==> src/rtl/mem_master.sv <==
// mem_master: single-outstanding request/response master for a registered
// single-port memory. Each accepted transaction walks IDLE -> ISSUE ->
// CAPTURE -> RESP. Addresses with bit 14 set are IO addresses.
// Optional feature macro: MEM_MASTER_IO_READ_EN. When defined, IO reads
// return the 2-flop synchronized sw_in instead of mem_dout. When undefined,
// there is no synchronizer and IO reads behave like any other read.
// The IO decode uses address bit 14, so ADDR_WIDTH must be at least 15.

module mem_master #(
    parameter int DATA_WIDTH = 16,
    parameter int ADDR_WIDTH = 16
) (
    input  logic                  clk,
    input  logic                  reset_n,
    input  logic                  req_valid,
    output logic                  req_ready,
    input  logic                  req_we,
    input  logic [ADDR_WIDTH-1:0] req_addr,
    input  logic [DATA_WIDTH-1:0] req_wdata,
    output logic                  rsp_valid,
    input  logic                  rsp_ready,
    output logic [DATA_WIDTH-1:0] rsp_rdata,
    output logic [ADDR_WIDTH-1:0] mem_addr,
    output logic                  mem_we,
    output logic [DATA_WIDTH-1:0] mem_din,
    input  logic [DATA_WIDTH-1:0] mem_dout,
    input  logic [DATA_WIDTH-1:0] sw_in
);

    typedef enum logic [1:0] {
        IDLE    = 2'd0,
        ISSUE   = 2'd1,
        CAPTURE = 2'd2,
        RESP    = 2'd3
    } state_t;

    state_t                state_q;
    state_t                state_d;

    logic                  reqWe_q;
    logic [ADDR_WIDTH-1:0] reqAddr_q;
    logic [DATA_WIDTH-1:0] reqWdata_q;
    logic [DATA_WIDTH-1:0] rspRdata_q;

    logic                  acceptEn;
    logic                  captureEn;
    logic [DATA_WIDTH-1:0] captureData;

`ifdef MEM_MASTER_IO_READ_EN
    logic [DATA_WIDTH-1:0] swSync1_q;
    logic [DATA_WIDTH-1:0] swSync2_q;

    // Two-stage synchronizer for the asynchronous switches, running in every state
    always_ff @(posedge clk or negedge reset_n) begin
        if (!reset_n) begin
            swSync1_q <= '0;
            swSync2_q <= '0;
        end else begin
            swSync1_q <= sw_in;
            swSync2_q <= swSync1_q;
        end
    end
`else
    logic unusedSwIn;
    assign unusedSwIn = ^sw_in;
`endif

    // State register; reset aborts whatever transaction is in flight
    always_ff @(posedge clk or negedge reset_n) begin
        if (!reset_n) begin
            state_q <= IDLE;
        end else begin
            state_q <= state_d;
        end
    end

    // Next-state logic: fixed one-cycle ISSUE and CAPTURE, RESP waits for rsp_ready
    always_comb begin
        state_d = state_q;
        case (state_q)
            IDLE:    if (req_valid) state_d = ISSUE;
            ISSUE:   state_d = CAPTURE;
            CAPTURE: state_d = RESP;
            RESP:    if (rsp_ready) state_d = IDLE;
            default: state_d = IDLE;
        endcase
    end

    // Output decode: handshakes, write strobe and internal load enables per state
    always_comb begin
        req_ready = 1'b0;
        rsp_valid = 1'b0;
        mem_we    = 1'b0;
        acceptEn  = 1'b0;
        captureEn = 1'b0;
        case (state_q)
            IDLE: begin
                req_ready = 1'b1;
                acceptEn  = req_valid;
            end
            ISSUE:   mem_we    = reqWe_q;
            CAPTURE: captureEn = 1'b1;
            RESP:    rsp_valid = 1'b1;
            default: req_ready = 1'b0;
        endcase
    end

    // Request registers load only on acceptance, so later req_* changes are ignored
    always_ff @(posedge clk or negedge reset_n) begin
        if (!reset_n) begin
            reqWe_q    <= 1'b0;
            reqAddr_q  <= '0;
            reqWdata_q <= '0;
        end else if (acceptEn) begin
            reqWe_q    <= req_we;
            reqAddr_q  <= req_addr;
            reqWdata_q <= req_wdata;
        end
    end

    // Response source select: echo write data, switches for IO reads, else memory
    always_comb begin
        if (reqWe_q) begin
            captureData = reqWdata_q;
        end
`ifdef MEM_MASTER_IO_READ_EN
        else if (reqAddr_q[14]) begin
            captureData = swSync2_q;
        end
`endif
        else begin
            captureData = mem_dout;
        end
    end

    // Response data register, held from one CAPTURE edge to the next
    always_ff @(posedge clk or negedge reset_n) begin
        if (!reset_n) begin
            rspRdata_q <= '0;
        end else if (captureEn) begin
            rspRdata_q <= captureData;
        end
    end

    assign mem_addr  = reqAddr_q;
    assign mem_din   = reqWdata_q;
    assign rsp_rdata = rspRdata_q;

endmodule

==> config.mk <==
export PLATFORM = sky130hd
export DESIGN_NAME = mem_master
export DESIGN_NICKNAME = d
export VERILOG_FILES = /design/src/rtl/mem_master.sv
export SDC_FILE = /design/constraint.sdc
export NUM_CORES = 1
export LEC_CHECK = 0
export CAP_MARGIN = 20
export CORE_MARGIN = 2
export CORE_UTILIZATION = 40
export CTS_BUF_LIST = sky130_fd_sc_hd__clkbuf_8
export CTS_CLUSTER_SIZE = 20
export DETAILED_ROUTE_END_ITERATION = 6
export GPL_TIMING_DRIVEN = 0
export PLACE_DENSITY = 0.92
export SYNTH_ARGS = -nofsm -noshare
export SYNTH_HDL_FRONTEND = slang
export SYNTH_SLANG_ARGS = --single-unit
==> constraint.sdc <==
create_clock -name clk -period 1.7 [get_ports clk]
set_input_delay 0.34 -clock clk [delete_from_list [all_inputs] [get_ports clk]]
set_output_delay 0.34 -clock clk [all_outputs]
set_load 0.05 [all_outputs]
==> results.json <==
{
  "status": "finished clean",
  "synth_cell_type_count": 15,
  "irDropWorstVdd_uv": 1180,
  "h-tree-depth": 2,
  "grt.total_usage_pct": 17.2,
  "ant_nets": 0,
  "grt_pass1_vias": 1690,
  "start_kind": "register",
  "critical-path-max-stage-delay_ps": 410,
  "syn_inst": 156,
  "synth_top_flop_cell": "dfrtp_1",
  "grt_pass1_wl_mm": 8.28,
  "clockBufferDepth": 2,
  "pin_count": 120,
  "drc": 0,
  "cts_tree": "built",
  "fin_skew_ps": 8.34,
  "synth-seq-cells": 51,
  "die_w_um": 79.2,
  "synth_area_um2": 2260,
  "drive_gt1_share_pct": 21.0,
  "die_h_um": 79.2,
  "post-route-util_pct": 62.9,
  "report.final.setup_viol": 0,
  "antenna_found_initial": 0,
  "seq_area_frac_synth_pct": 56.4,
  "synth_fp_nets": 230,
  "pwr-share-comb_pct": 61.9,
  "yosys.area.top_type": "dfrtp_1",
  "worst_ep_required_time_ps": 1360,
  "synth.most_common_cell": "dfrtp_1",
  "critPathSlowestCell": "dfrtp_1",
  "dpl.hpwl_mm": 3.94,
  "via_per_inst": 4.68,
  "grt_max_degree": 28,
  "drtIter0Drc": 48,
  "rsz0062_at_grt": "no",
  "fin_nets": 340,
  "hp-class": "in -> async",
  "arrival_ps": 1290,
  "synth_top_area_share_pct": 56.4,
  "p_int_mw": 4.07,
  "maxCapViolCount": 0,
  "switchingPower_mw": 4.02,
  "core_area_um2": 5470,
  "yosysWarnings": 0,
  "sw_frac_of_total_pct": 49.7,
  "start_util_pct": 41.3,
  "clk_pin_slew_ps": 90,
  "powerDensity_nw_per_um2": 2350,
  "path_class": "reg -> out",
  "n_antenna_cell": 0,
  "fillers": 453,
  "finalHoldViolCount": 0,
  "yosys-top-cells-area": "dfrtp_1 56%, mux2_4 20%, mux2i_1 7.5%",
  "grt-ovfl-total": 0,
  "period_minus_slack_ps": 1630,
  "cts_root_buffer": "clkbuf_8",
  "clock_latency_ps": 300,
  "path_cells": "inv_1 -> ha_1 -> and2_1 -> buf_6",
  "clock_sinks": 51,
  "ys_async_sr_fraction_pct": 100,
  "yosys-top-cells-count": "51 x dfrtp_1, 30 x mux2_4, 17 x mux2i_1, 17 x nor2_1, 16 x a21oi_1",
  "portBuffers": 103,
  "p_leak_nw": 1.68,
  "gp_congestion": 0.705,
  "avgRoutedWirePerCell_um": 15.3,
  "setup_slack_ps": 65.1,
  "cts_buffers": 5,
  "relSlewSlack_pct": 57.2,
  "rows": 27,
  "firstDrtPassIters": 4,
  "slew_viol_final": 0,
  "power.share.clock_pct": 10.5,
  "drt_wl_total_mm": 5.17,
  "worst_pin_slew_ps": 642,
  "area_growth_pct": 52.2,
  "period_share_pct": 96.2,
  "avgSynthCellArea_um2": 14.5,
  "crit_fanout": 4,
  "seq_power_share_pct": 27.6,
  "dp_slack_ps": -248,
  "crit_path_end_kind": "output pin",
  "max_freq_mhz": 612,
  "synth_edf_count": 0,
  "via_count": 1587,
  "die_area_um2": 6270
}
power groups by stage:
stage / logic, mW / registers (mW) / clock network [mW]
floorplan: 1.76 / 4.26 / 0
global placement: 5.42 / 2.24 / 0
detailed placement: 5.52 / 2.28 / 0
CTS: 5.10 / 2.24 / 0.888
global route: 5.26 / 2.31 / 0.948
finish: 5.01 / 2.23 / 0.854
worst paths after layout:
path	from	endpoint	slack, ps	cells after the start
setup reg to reg	state_q[0]$_DFFE_PN0P_	rsp_rdata[10]$_DFFE_PN0N_	160	5
max in group asynchronous	reset_n	mem_din[12]$_DFFE_PN0P_	1090	2
hold reg to reg	mem_addr[7]$_DFFE_PN0P_	mem_addr[7]$_DFFE_PN0P_	510	1
hold / removal	reset_n	mem_din[6]$_DFFE_PN0P_	60	1
min in group clk	mem_addr[7]$_DFFE_PN0P_	mem_addr[7]$_DFFE_PN0P_	510	1
setup / recovery	state_q[1]$_DFFE_PN0P_	mem_we	70	4
cells by family (layout without fill, tap and decap cells):
group	Yosys count	count (layout)	share of synthesized area [%]
fa+ha+maj	5	5	2.77
compound gates	17	17	3.82
simple gates	19	19	3.38
buf+inv	13	124	4.15
flops	51	51	56.4
mux	51	51	29.4
per-stage QoR:
step           power [mW]  instance area [um2]  TNS [ps]  cells  hold slack (ps)
2_1_floorplan        6.02                 2260         0    156             44.4
3_3_place_gp         7.67                 3380    -58140    331              489
3_5_place_dp         7.80                 3400      -435    332              402
4_1_cts              8.23                 3450         0    340             73.7
5_1_grt              8.52                 3440         0    339             86.9
6_report             8.09                 3440         0    339             60.9
layout make-up:
type	instances	area, um2	share of cell area, %
multi-input combinational	92	893	26.0
inverter	4	15.0	0.436
tap	72	90.1	2.62
timing repair buffer	104	986	28.6
buffer	8	63.8	1.85
sequential	51	1280	37.1
clock inverter	2	35.0	1.02
clock buffer	6	82.6	2.40
layer usage:
layer	vias to the layer above	track usage (%)	part of all wire [%]	wire (um)
li1	755	-	-	-
met3	3	4.89	7.5	389
met1	757	20.6	40	2090
met5	-	0	0	0
met2	72	30.7	52	2680
met4	0	3.62	0.25	13
critical path, delay by kind of cell, from the launching register on:
kind | cells | cell delay (ps)
simple gates | 1 | 160
fa+ha+maj | 1 | 190
flops | 1 | 410
buf+inv | 2 | 250
cell usage in the layout, fill, tap and decap left out:
cell	count
ha_2	1
bufinv_16	1
clkbuf_1	1
clkbuf_8	6
clkdlybuf4s50_1	51
and2_1	1
buf_2	4
dlygate4sd2_1	48
nor2_1	17
mux2i_1	17
a21oi_1	16
dfrtp_1	51
inv_1	4
buf_6	5
clkdlybuf4s15_2	1
clkbuf_4	1
nand2_2	1
ha_1	4
o22ai_1	1
clkinv_2	1
mux2_2	4
mux2_4	30
buf_12	1
what timing repair did:
| item | 4_1_cts | 5_1_grt |
|---|---|---|
| endpoints found under the setup margin | 51 | 2 |
| gates resized for setup | 62 | 2 |
| hold buffers | 0 | 0 |
| setup buffers | 0 | 0 |
flip-flops by register name, summed over array words and instances, names as in the netlist:
| register | flops |
|---|---|
| reqWe_q | 1 |
| mem_din | 16 |
| rsp_rdata | 16 |
| state_q | 2 |
| mem_addr | 16 |
Note: power is estimated with default switching activity, not from simulation.
